### config.mk
export PLATFORM = sky130hd
export DESIGN_NAME = ram2hex_dump
export DESIGN_NICKNAME = d
export VERILOG_FILES = /design/src/rtl/ram2hex_dump.sv
export SDC_FILE = /design/constraint.sdc
export NUM_CORES = 1
export LEC_CHECK = 0
export ABC_CLOCK_PERIOD_IN_PS = 3000
export BUFFER_PORTS_ARGS = -buffer_cell sky130_fd_sc_hd__buf_4
export CORE_MARGIN = 1.5
export CORE_UTILIZATION = 24
export CTS_CLUSTER_SIZE = 8
export DETAILED_ROUTE_END_ITERATION = 8
export PLACE_DENSITY_LB_ADDON = 0.12
export SLEW_MARGIN = 40
export SYNTH_ARGS = -nofsm -noshare
export SYNTH_HDL_FRONTEND = slang
export SYNTH_SLANG_ARGS = --single-unit
### constraint.sdc
create_clock -name clk -period 3 [get_ports clk]
set_input_delay 0.6 -clock clk [delete_from_list [all_inputs] [get_ports clk]]
set_output_delay 0.6 -clock clk [all_outputs]
set_load 0.02 [all_outputs]
### src/rtl/ram2hex_dump.sv
// Streams a contiguous RAM address range out through the R0 read port as an address-tagged valid/ready stream.
// Optional RAM2HEX_DUMP_CHECKSUM_EN adds an XOR checksum of every accepted word.
module ram2hex_dump #(
    parameter int ADDR_W = 25,
    parameter int DATA_W = 128,
    parameter int CNT_W  = 26
) (
    input  logic              clk,
    input  logic              reset,
    input  logic              start,
    input  logic [ADDR_W-1:0] base_addr,
    input  logic [CNT_W-1:0]  word_count,
    output logic              busy,
    output logic              done,
    output logic              R0_clk,
    output logic              R0_en,
    output logic [ADDR_W-1:0] R0_addr,
    input  logic [DATA_W-1:0] R0_data,
    output logic              out_valid,
    input  logic              out_ready,
    output logic [DATA_W-1:0] out_data,
`ifdef RAM2HEX_DUMP_CHECKSUM_EN
    output logic [ADDR_W-1:0] out_addr,
    output logic [DATA_W-1:0] checksum
`else
    output logic [ADDR_W-1:0] out_addr
`endif
);

    typedef enum logic [1:0] {
        S_IDLE  = 2'd0,
        S_RUN   = 2'd1,
        S_DRAIN = 2'd2
    } state_t;

    state_t             r_state;
    state_t             w_state_next;

    logic [ADDR_W-1:0]  r_next_addr;
    logic [CNT_W-1:0]   r_remaining;
    logic               r_inflight;
    logic [ADDR_W-1:0]  r_inflight_addr;
    logic               r_done;

    logic [DATA_W-1:0]  r_f0_data;
    logic [ADDR_W-1:0]  r_f0_addr;
    logic [DATA_W-1:0]  r_f1_data;
    logic [ADDR_W-1:0]  r_f1_addr;
    logic [1:0]         r_fifo_count;

    logic [1:0]         w_occ;
    logic               w_issue;
    logic               w_pop;
    logic               w_start_run;
    logic               w_start_zero;
    logic               w_last_pop;
    logic               w_done_next;
    logic [DATA_W-1:0]  w_head_data;
    logic [ADDR_W-1:0]  w_head_addr;
    logic [DATA_W-1:0]  w_second_data;
    logic [ADDR_W-1:0]  w_second_addr;

    // The word in flight counts as a queue entry behind the FIFO so that it can be
    // presented straight from R0_data when the FIFO is empty (fall-through).
    always_comb begin
        w_occ         = r_fifo_count + {1'b0, r_inflight};
        w_head_data   = '0;
        w_head_addr   = '0;
        w_second_data = '0;
        w_second_addr = '0;
        if (r_fifo_count != 2'd0) begin
            w_head_data = r_f0_data;
            w_head_addr = r_f0_addr;
        end else if (r_inflight) begin
            w_head_data = R0_data;
            w_head_addr = r_inflight_addr;
        end
        if (r_fifo_count == 2'd2) begin
            w_second_data = r_f1_data;
            w_second_addr = r_f1_addr;
        end else if (r_fifo_count == 2'd1 && r_inflight) begin
            w_second_data = R0_data;
            w_second_addr = r_inflight_addr;
        end
    end

    always_comb begin
        w_start_run  = (r_state == S_IDLE) && start && (word_count != '0);
        w_start_zero = (r_state == S_IDLE) && start && (word_count == '0);
        w_pop        = (w_occ != 2'd0) && out_ready;
        w_issue      = (r_state == S_RUN) && (r_remaining != '0) && (w_occ < 2'd2);
        w_last_pop   = (r_state == S_DRAIN) && w_pop && (w_occ == 2'd1);
        w_done_next  = w_start_zero || w_last_pop;
    end

    always_comb begin
        w_state_next = r_state;
        case (r_state)
            S_IDLE: begin
                if (w_start_run) begin
                    w_state_next = S_RUN;
                end
            end
            S_RUN: begin
                if (w_issue && (r_remaining == CNT_W'(1))) begin
                    w_state_next = S_DRAIN;
                end
            end
            S_DRAIN: begin
                if (w_last_pop) begin
                    w_state_next = S_IDLE;
                end
            end
            default: w_state_next = S_IDLE;
        endcase
    end

    always_ff @(posedge clk) begin
        if (!reset) begin
            r_state         <= S_IDLE;
            r_done          <= 1'b0;
            r_next_addr     <= '0;
            r_remaining     <= '0;
            r_inflight      <= 1'b0;
            r_inflight_addr <= '0;
        end else begin
            r_state    <= w_state_next;
            r_done     <= w_done_next;
            r_inflight <= w_issue;
            if (w_start_run) begin
                r_next_addr <= base_addr;
                r_remaining <= word_count;
            end else if (w_issue) begin
                r_next_addr <= r_next_addr + ADDR_W'(1);
                r_remaining <= r_remaining - CNT_W'(1);
            end
            if (w_issue) begin
                r_inflight_addr <= r_next_addr;
            end
        end
    end

    // The reservation rule caps fifo_count + inflight at 2, so after a pop at most
    // one entry survives and the shift into slot 0 never loses data.
    always_ff @(posedge clk) begin
        if (!reset) begin
            r_fifo_count <= 2'd0;
            r_f0_data    <= '0;
            r_f0_addr    <= '0;
            r_f1_data    <= '0;
            r_f1_addr    <= '0;
        end else if (w_pop) begin
            r_fifo_count <= w_occ - 2'd1;
            r_f0_data    <= w_second_data;
            r_f0_addr    <= w_second_addr;
        end else begin
            r_fifo_count <= w_occ;
            r_f0_data    <= w_head_data;
            r_f0_addr    <= w_head_addr;
            r_f1_data    <= w_second_data;
            r_f1_addr    <= w_second_addr;
        end
    end

`ifdef RAM2HEX_DUMP_CHECKSUM_EN
    logic [DATA_W-1:0] r_checksum;

    always_ff @(posedge clk) begin
        if (!reset) begin
            r_checksum <= '0;
        end else if ((r_state == S_IDLE) && start) begin
            r_checksum <= '0;
        end else if (w_pop) begin
            r_checksum <= r_checksum ^ w_head_data;
        end
    end

    assign checksum = r_checksum;
`endif

    assign busy      = (r_state != S_IDLE);
    assign done      = r_done;
    assign R0_clk    = clk;
    assign R0_en     = w_issue;
    assign R0_addr   = w_issue ? r_next_addr : '0;
    assign out_valid = (w_occ != 2'd0);
    assign out_data  = w_head_data;
    assign out_addr  = w_head_addr;

endmodule

==> flow_summary.json, run 1 <==
{
  "grt_use_met2_pct": 28.4,
  "drt-pass1-iter-count": 5,
  "critPathCaptureType": "primary output",
  "viasPerCell": 5.10,
  "worstReg2RegStart": "r_remaining[10]",
  "synthAdderAreaFrac_pct": 0.420,
  "place_area_sq_um": 22100,
  "grt_usage_pct": 17.5,
  "slew_viol_final": 0,
  "yosys_warnings": 0,
  "hold_violations": 0,
  "postSynthAreaPerCell_sq_um": 7.85,
  "cts_tree": "built",
  "seq_area_sq_um": 7780,
  "stdcell_count": 3550,
  "crit_cells": 8,
  "die_h_microns": 276,
  "slowest_delay_ns": 0.56,
  "core-area_sq_um": 73300,
  "dp_hpwl_microns": 44100,
  "synth_flop_cell": "dfxtp_1",
  "synth_top_area_share_pct": 43.4,
  "n_antenna_cell": 0,
  "synthXorXnorAreaFrac_pct": 0.392,
  "fin_crit_ns": 3.37,
  "final_antenna_net_count": 0,
  "synth.largest_area_cell": "dfxtp_1",
  "regToRegSetupSlack_ns": 0.21,
  "finalHoldWorstSlack_ns": 0.180,
  "status": "complete, but fails checks",
  "synth_area_leaders": "dfxtp_1 (43%), a211oi_1 (13%), nand2_1 (8.1%), nor2_1 (6.9%), a32oi_1 (6.6%)",
  "wirelength_microns": 69400,
  "rows": 99,
  "ioPinCount": 366,
  "yosys.area_share.simple_pct": 18.4,
  "multi_input_area_sq_um": 9260,
  "dieArea_sq_um": 76200,
  "fin_crit_sh_pct": 112,
  "critPathTopFamily": "simple AND/OR/NAND/NOR gates",
  "yosysSeqAreaShare_pct": 43.4,
  "antenna_found_initial": 0,
  "synth-seq-cells": 388,
  "area_growth_pct": 34.6,
  "grt_pass1_vias": 17200,
  "yosys.cell_types.count": 59,
  "drive_above_1_share_pct": 23.6,
  "synth-compound-area-share_pct": 30.9,
  "critPathMaxFanout": 15,
  "globalplace.congestion": 0.819,
  "ctsHoldBuffers": 0,
  "slew_headroom_pct": 50.4,
  "path_clk_slew_ns": 0.05,
  "arrival_ns": 2.77,
  "critPathMostFrequentCell": "or4_4",
  "cpMaxStageDelayCell": "or4_4",
  "fin_util_pct": 32.8,
  "worst_slack_ns": -0.372,
  "grt_max_degree": 93,
  "rsz0062_at_grt": "yes",
  "use_met3_pct": 2.96,
  "final_nets": 2774,
  "synthMuxAreaShare_pct": 0.532,
  "hp-class": "primary input to register",
  "crit_buf_inv": 4,
  "clock.fmax_mhz": 297,
  "syn-num-nets": 2467,
  "globalRouteOverflowTotal": 0,
  "die_w_microns": 276,
  "async_reset_ff_share_pct": 0,
  "busiest_layer": "met2",
  "crit_path_end": "R0_addr[11]",
  "crit_required_ns": 2.40,
  "grt_pass1_wl_microns": 106000,
  "crit_type": "register to primary output",
  "ir_worst_vdd_uv": 505,
  "p_leak_nw": 9.04,
  "grt_use_met1_pct": 24.0,
  "initial_core_util_pct": 24.4,
  "max_cap_viol_count": 0,
  "design_area_sq_um": 24100,
  "rr_worst_depth": 7,
  "crit_start": "r_remaining[10]",
  "clk_latency_ns": 0.69,
  "worstMarginPinSlew_ns": 0.738,
  "synth_edf_count": 0,
  "dr_total_vias": 18100,
  "numPortBuffers": 365,
  "synthCells": 2278,
  "clock-skew-final_ns": 0.0144,
  "finalSetupViolCount": 26,
  "pre_cts_ws_ns": 0.0688,
  "p_per_area_nw_per_um2": 902,
  "nFillCells": 7775,
  "violations": "negative setup slack",
  "setup-tns-final_ns": -8.90,
  "timing.rr.end": "r_next_addr[11]",
  "power_mw": 21.7,
  "path_cells": "or4_4, or4_4, o21ai_4, buf_12, inv_16, nand2_2, inv_1, buf_4",
  "drc": 0,
  "synth.most_common_cell": "dfxtp_1",
  "dp_cells": 3467,
  "startpoint_type": "register",
  "synth_top_family_by_area": "compound AO/OA/AOI/OAI gates",
  "drt_iter0_markers": 1202,
  "syn-cell-area_sq_um": 17900,
  "synth_common_cells": "dfxtp_1 (388), nand2_1 (386), nor2_1 (331)",
  "wl_per_cell_microns": 19.5
}
per-layer routing:
layer  vias to the layer above  wire (microns)
met5                         -               0
met4                         0            1210
met3                        70            3330
met2                       492           32400
met1                      8606           32500
li1                       8940               -
worst min-delay path by stage:
stage,cells after the start,slack [ns],to,startpoint
final,3,0.18,r_next_addr[24],base_addr[24]
after detailed placement,2,0.47,r_inflight_addr[12],r_inflight_addr[12]
after floorplan,2,0.45,r_inflight_addr[0],r_inflight_addr[0]
after global placement,2,0.46,r_inflight_addr[20],r_inflight_addr[20]
after global routing,3,0.17,r_next_addr[23],base_addr[23]
after CTS,3,0.13,r_next_addr[24],base_addr[24]
power by group:
part           switching, mW  internal (mW)  total (mW)
Combinational           5.90           3.15        9.04
Sequential             0.541           6.40        6.94
Clock                   2.29           3.45        5.74
Total                   8.73           13.0        21.7
cell usage in the layout (no fill, tap or decap), types with 9 or more instances in the layout:
| cell | Yosys | final |
|---|---|---|
| buf_4 | 3 | 440 |
| nor3_1 | 10 | 10 |
| a31oi_1 | 18 | 18 |
| nand2_4 | 0 | 11 |
| inv_1 | 39 | 36 |
| o21ai_1 | 1 | 47 |
| buf_12 | 0 | 28 |
| a211oi_1 | 310 | 310 |
| a22oi_1 | 29 | 29 |
| nand2_2 | 0 | 15 |
| a21oi_1 | 49 | 49 |
| nand4_1 | 10 | 10 |
| dfxtp_1 | 388 | 381 |
| nand3_1 | 14 | 14 |
| clkbuf_16 | 0 | 59 |
| a32oi_1 | 134 | 134 |
| nor4_1 | 13 | 13 |
| o21ai_0 | 175 | 125 |
| o211ai_1 | 11 | 11 |
| or4_1 | 11 | 9 |
| nand2_1 | 386 | 360 |
| nor2_1 | 331 | 331 |
cells by family (layout without fill, tap and decap cells):
logic type,after synthesis,in the layout
AND/OR/NAND/NOR,811,812
multiplexers,9,9
AO/OA/AOI/OAI,780,780
adder cells (fa/ha/maj),6,6
buffers and inverters,276,588
flip-flops,388,388
XOR/XNOR,8,8
state kept, by name, indices dropped and copies added (netlist names):
| signal | count |
|---|---|
| done | 1 |
| r_f0_data | 128 |
| r_state | 2 |
| r_inflight | 1 |
| r_f0_addr | 25 |
| r_fifo_count | 2 |
| r_next_addr | 25 |
| r_inflight_addr | 25 |
| r_f1_addr | 25 |
| r_remaining | 26 |
| r_f1_data | 128 |
tightest hold or removal path: cells and delay by family:
kind | cells | cell delay [ns]
buf+inv | 1 | 0.08
simple gates | 1 | 0.04
compound gates | 1 | 0.11
repair_timing:
action / in CTS / in global routing
cloned: 6 / 1
pin swaps: 7 / 5
endpoints found under the setup margin: 165 / 54
gates resized for setup: 69 / 51
buffers inserted: 8 / 2
hold endpoints to repair: 0 / 0
layout make-up:
| class | instances | area share (%) |
|---|---|---|
| timing repair inverter | 1 | 0.0675 |
| clock inverter | 3 | 0.0779 |
| timing repair buffer | 478 | 17.1 |
| tap | 959 | 4.98 |
| clock buffer | 64 | 6.22 |
| inverter | 42 | 0.774 |
| multi-input combinational | 1615 | 38.4 |
| sequential | 388 | 32.3 |
Power figures use the tool's default switching activity.
==> run 2: changes to the inputs <==
--- a/config.mk
+++ b/config.mk
@@ -5,13 +5,14 @@
 export SDC_FILE = /design/constraint.sdc
 export NUM_CORES = 1
 export LEC_CHECK = 0
-export ABC_CLOCK_PERIOD_IN_PS = 3000
+export ABC_CLOCK_PERIOD_IN_PS = 3400
 export BUFFER_PORTS_ARGS = -buffer_cell sky130_fd_sc_hd__buf_4
 export CORE_MARGIN = 1.5
-export CORE_UTILIZATION = 24
+export CORE_UTILIZATION = 55
 export CTS_CLUSTER_SIZE = 8
 export DETAILED_ROUTE_END_ITERATION = 8
 export PLACE_DENSITY_LB_ADDON = 0.12
+export RECOVER_POWER = 50
 export SLEW_MARGIN = 40
 export SYNTH_ARGS = -nofsm -noshare
 export SYNTH_HDL_FRONTEND = slang
==> constraint.sdc (replaced) <==
create_clock -name clk -period 3.4 [get_ports clk]
set_input_delay 0.68 -clock clk [delete_from_list [all_inputs] [get_ports clk]]
set_output_delay 0.68 -clock clk [all_outputs]
set_load 0.02 [all_outputs]
==> run 2 against run 1 <==
Clock skew is 0.0094 ns higher. First-iteration DRC count is 32% higher. The run still ends with negative setup slack left. Utilization is 38 points higher. Sequential share of layout area is 2.1 points higher. Critical endpoint is now R0_addr[2]. Combinational power is 22% lower. Clock power is 13% lower. Largest cell class unchanged. Global-route usage is 14 points higher. Largest power group unchanged. Total power is 16% lower. Design area is 6.2% lower.
==> flow_summary.json, run 2 (synthesized netlist as in run 1, its figures left out) <==
{
  "critPathMaxFanout": 10,
  "routed.top_layer": "met4",
  "final_common_cell": "buf_4",
  "critPathMostFrequentCell": "or4_4",
  "grt_pass1_wl_microns": 86200,
  "finalSetupViolCount": 23,
  "worstReg2RegStart": "r_remaining[11]",
  "grt_max_degree": 221,
  "fin_crit_ns": 3.48,
  "dr_total_vias": 18200,
  "drt_iter0_markers": 1581,
  "slew_headroom_pct": 42.0,
  "status": "complete, but fails checks",
  "drive_above_1_share_pct": 20.9,
  "p_per_area_nw_per_um2": 805,
  "p_leak_nw": 8.54,
  "hold_end": "r_remaining[17]",
  "regToRegSetupSlack_ns": 0.48,
  "crit_buf_inv": 4,
  "drt-pass1-iter-count": 5,
  "viasPerCell": 6.14,
  "timing.rr.end": "r_inflight_addr[15]",
  "die_h_microns": 183,
  "min-delay-start": "word_count[17]",
  "wl_per_cell_microns": 18.6,
  "final_antenna_net_count": 0,
  "clock-skew-final_ns": 0.0238,
  "reg_top3": "r_f0_data (128), r_f1_data (128), r_remaining (26)",
  "numPortBuffers": 365,
  "globalplace.congestion": 0.969,
  "wirelength_microns": 55200,
  "rows": 65,
  "most-common-layout-cells": "buf_4 (386), dfxtp_1 (382), nand2_1 (366), nor2_1 (331), a211oi_1 (310)",
  "slew_viol_final": 0,
  "ioPinCount": 366,
  "hp-class": "primary input to register",
  "antenna_found_initial": 2,
  "fin_crit_sh_pct": 102,
  "worstMarginPinSlew_ns": 0.870,
  "max_cap_viol_count": 0,
  "slowest_delay_ns": 0.55,
  "power_mw": 18.2,
  "wl_met1_microns": 23200,
  "final_nets": 2708,
  "route.met2.wl_microns": 25600,
  "die_w_microns": 183,
  "cpMaxStageDelayCell": "or4_4",
  "startpoint_type": "register",
  "path_cells": "or4_4, or4_4, o21ai_4, buf_6, inv_8, nand2_1, inv_2, buf_4",
  "grt_usage_pct": 31.1,
  "clock.fmax_mhz": 288,
  "critPathCaptureType": "primary output",
  "ctsHoldBuffers": 0,
  "path_clk_slew_ns": 0.05,
  "ir_worst_vdd_uv": 518,
  "violations": "negative setup slack",
  "clk_latency_ns": 0.67,
  "crit_required_ns": 2.72,
  "rsz0062_at_grt": "yes",
  "initial_core_util_pct": 56.3,
  "pre_cts_ws_ns": 0.281,
  "crit_type": "register to primary output",
  "dieArea_sq_um": 33600,
  "critPathTopFamily": "simple AND/OR/NAND/NOR gates",
  "cts_tree": "built",
  "globalRouteOverflowTotal": 0,
  "dp_hpwl_microns": 33300,
  "drc": 0,
  "area_growth_pct": 26.3,
  "arrival_ns": 2.80,
  "rr_worst_depth": 8,
  "wl_met3_microns": 4440,
  "hold_violations": 0,
  "worst_slack_ns": -0.0775,
  "worstHoldPathCells": 3,
  "grt_pass1_vias": 16700,
  "core-area_sq_um": 31800
}
## run 2: cell count changes in the layout (fill, tap and decap cells not counted), moves of 3 or more
cell / change
o21ai_2: -3
buf_4: -54
o21ai_1: -47
nand2_1: +6
nand2_4: -6
buf_12: -12
o21ai_0: +50
bufbuf_16: -4
## run 2: area by class of cell
type                            instances  area, sq um
Inverter                               42          173
Sequential cell                       388         7780
Tap cell                              435          544
Antenna cell                            2         5.00
Timing Repair Buffer                  412         3360
Fill cell                            2548         9210
Clock inverter                          1         5.00
Multi-Input combinational cell       1615         9180
Timing Repair inverter                  2         36.3
Clock buffer                           63         1520
## run 2: layer usage
metal / global-route usage (%) / up-vias
met5: 0 / -
met4: 12.7 / 0
met3: 5.94 / 151
met2: 49.9 / 770
met1: 41.2 / 8465
li1: - / 8797
## run 2: report_power, final
group	switching, mW	total (mW)	internal [mW]
clock	1.91	4.98	3.07
sequential	0.493	6.14	5.65
combinational	4.75	7.07	2.33
total	7.15	18.2	11.0
## run 2: worst min-delay path, stage by stage
cell and delay (ns):
buf_4 0.08, nand2_1 0.04, a31oi_1 0.11
## run 2: through the flow
stage          hold WS [ns]  setup TNS (ns)  cells  utilization [%]  area (sq um)
2_1_floorplan         0.449               0   2278                -         17900
3_3_place_gp          0.484               0   2882             65.4         20800
3_5_place_dp          0.476               0   2882             65.4         20800
4_1_cts               0.266           -1.66   2952             70.6         22500
5_1_grt               0.287           -2.58   2960             71.1         22600
6_report              0.278           -1.23   2960             71.1         22600
## run 2: worst max-delay path by stage
| stage | from | endpoint | slack [ns] | cells past startpoint |
|---|---|---|---|---|
| 3_5_place_dp | r_remaining[2] | R0_addr[3] | 0.28 | 7 |
| 3_3_place_gp | r_remaining[2] | R0_addr[3] | 0.34 | 7 |
| 6_report | r_remaining[11] | R0_addr[2] | -0.08 | 8 |
| 5_1_grt | r_remaining[11] | R0_addr[2] | -0.13 | 8 |
| 4_1_cts | r_remaining[5] | R0_addr[3] | -0.12 | 8 |
| 2_1_floorplan | r_remaining[8] | R0_addr[15] | 0.31 | 9 |
## run 2: timing repair
item                                    4_1_cts  5_1_grt
setup buffers                                 5        3
pin swaps                                     4        3
resized for setup                            30       21
gates cloned                                  2        2
endpoints found under the hold margin         0        0
endpoints found under the setup margin       71       74
==> run 3: changes to the inputs <==
--- a/config.mk
+++ b/config.mk
@@ -13,6 +13,7 @@
 export DETAILED_ROUTE_END_ITERATION = 8
 export PLACE_DENSITY_LB_ADDON = 0.12
 export RECOVER_POWER = 50
+export SKIP_LAST_GASP = 1
 export SLEW_MARGIN = 40
 export SYNTH_ARGS = -nofsm -noshare
 export SYNTH_HDL_FRONTEND = slang
==> run 3 against run 2 <==
The run still ends with negative setup slack left. Global-route usage hardly changed. Sequential power hardly changed. Clock power hardly changed. Cell count hardly changed. Non-clock buffer count is 1 higher. Wire length hardly changed. Die area stayed put. Critical path type unchanged. Largest cell class unchanged. Highest routed layer unchanged.
==> flow_summary.json, run 3 (synthesized netlist as in run 1, its figures left out) <==
{
  "rsz0062_at_grt": "yes",
  "antenna_found_initial": 2,
  "die_w_microns": 183,
  "rows": 65,
  "die_h_microns": 183,
  "grt_max_degree": 221,
  "dieArea_sq_um": 33600,
  "clock-skew-final_ns": 0.0273,
  "ir_worst_vdd_uv": 517,
  "hold_violations": 0,
  "busiest_layer": "met2",
  "clock.fmax_mhz": 287,
  "power_mw": 18.2,
  "drt_iter0_markers": 1455,
  "core-area_sq_um": 31800,
  "dr_total_vias": 18200,
  "seq_area_sq_um": 7780,
  "drc": 0,
  "crit_required_ns": 2.72,
  "wirelength_microns": 55200,
  "hp-class": "primary input to register",
  "grt_use_met2_pct": 49.9,
  "fin_crit_sh_pct": 102,
  "slew_viol_final": 0,
  "initial_core_util_pct": 56.3,
  "arrival_ns": 2.80,
  "most-common-layout-cells": "buf_4 (387), dfxtp_1 (382), nand2_1 (367), nor2_1 (331), a211oi_1 (310)",
  "p_leak_nw": 8.57,
  "setup-tns-final_ns": -1.41,
  "final_antenna_net_count": 0,
  "grt_usage_pct": 31.1,
  "numPortBuffers": 365,
  "multi_input_area_sq_um": 9190,
  "worstMarginPinSlew_ns": 0.876,
  "area_growth_pct": 26.4,
  "drive_above_1_share_pct": 20.9,
  "clk_latency_ns": 0.68,
  "crit_type": "register to primary output",
  "fin_crit_ns": 3.48,
  "grt_pass1_vias": 16600,
  "final_nets": 2709,
  "startpoint_type": "register",
  "path_clk_slew_ns": 0.06,
  "slew_headroom_pct": 41.6,
  "cts_tree": "built",
  "globalplace.congestion": 0.969,
  "pre_cts_ws_ns": 0.281,
  "worst_slack_ns": -0.0813,
  "grt_pass1_wl_microns": 86100,
  "critPathCaptureType": "primary output",
  "ioPinCount": 366,
  "reg_top3": "r_f0_data (128), r_f1_data (128), r_remaining (26)",
  "final_common_cell": "buf_4",
  "dp_hpwl_microns": 33300,
  "finalSetupViolCount": 23,
  "grt_use_met1_pct": 41.2,
  "finalHoldWorstSlack_ns": 0.278,
  "globalRouteOverflowTotal": 0,
  "status": "complete, but fails checks",
  "use_met3_pct": 5.78,
  "nFillCells": 2546,
  "drt-pass1-iter-count": 5,
  "viasPerCell": 6.16,
  "wl_per_cell_microns": 18.6,
  "p_per_area_nw_per_um2": 805,
  "max_cap_viol_count": 0,
  "critPathMaxFanout": 10,
  "violations": "negative setup slack"
}
run 3: cell count changes in the layout (fill, tap and decap cells not counted):
cell	before	now
nand2_4	5	7
nand2_1	366	367
buf_4	386	387
inv_2	3	2
nand2_2	15	12
inv_1	37	38
run 3: power by group:
| part | switching [mW] | internal [mW] | total, mW |
|---|---|---|---|
| registers | 0.495 | 5.65 | 6.14 |
| clock network | 1.91 | 3.07 | 4.98 |
| logic | 4.75 | 2.33 | 7.08 |
| total | 7.15 | 11.0 | 18.2 |
run 3: what timing repair did:
action,in CTS,in global routing
gates cloned,2,2
setup endpoints to repair,71,74
pin swaps,4,3
resized for setup,26,26
hold buffers,0,0
setup buffers,5,4
hold endpoints to repair,0,0
run 3: worst max-delay path: stages, from the launching register on:
cell,delay [ns]
dfxtp_2,0.33
or4_4,0.52
or4_4,0.55
o21ai_4,0.19
buf_6,0.14
inv_8,0.05
nand2_1,0.12
inv_2,0.06
buf_4,0.15
run 3: area by class of cell:
class                   count  share of cell area [%]
diodes                      2                  0.0221
clock buffers              63                    6.71
clock inverters             1                  0.0221
inverters                  42                   0.764
multi-input cells        1615                    40.6
flip-flops and latches    388                    34.4
well taps                 435                    2.41
repair buffers            413                    14.9
repair inverters            2                   0.160
run 3: per-stage QoR:
| stage | cells | instance area [sq um] | utilization [%] |
|---|---|---|---|
| final | 2961 | 22600 | 71.1 |
| after global routing | 2961 | 22600 | 71.1 |
| after CTS | 2952 | 22400 | 70.6 |
| after detailed placement | 2882 | 20800 | 65.4 |
| after global placement | 2882 | 20800 | 65.4 |
| after floorplan | 2278 | 17900 | - |
run 3: worst paths after layout:
| check | cells after the start | endpoint | slack [ns] | start |
|---|---|---|---|---|
| hold reg to reg | 2 | r_inflight_addr[3] | 0.48 | r_inflight_addr[3] |
| setup / recovery | 8 | R0_addr[2] | -0.08 | r_remaining[9] |
| hold / removal | 3 | r_next_addr[23] | 0.28 | base_addr[23] |
| setup reg to reg | 7 | r_next_addr[24] | 0.49 | r_fifo_count[0] |
run 3: routing by layer:
layer / vias up / share of wire, % / wire length [microns]
li1: 8805 / - / -
met1: 8455 / 42 / 23000
met2: 841 / 47 / 25700
met3: 132 / 8.6 / 4730
met4: 0 / 3.3 / 1840
met5: - / 0 / 0
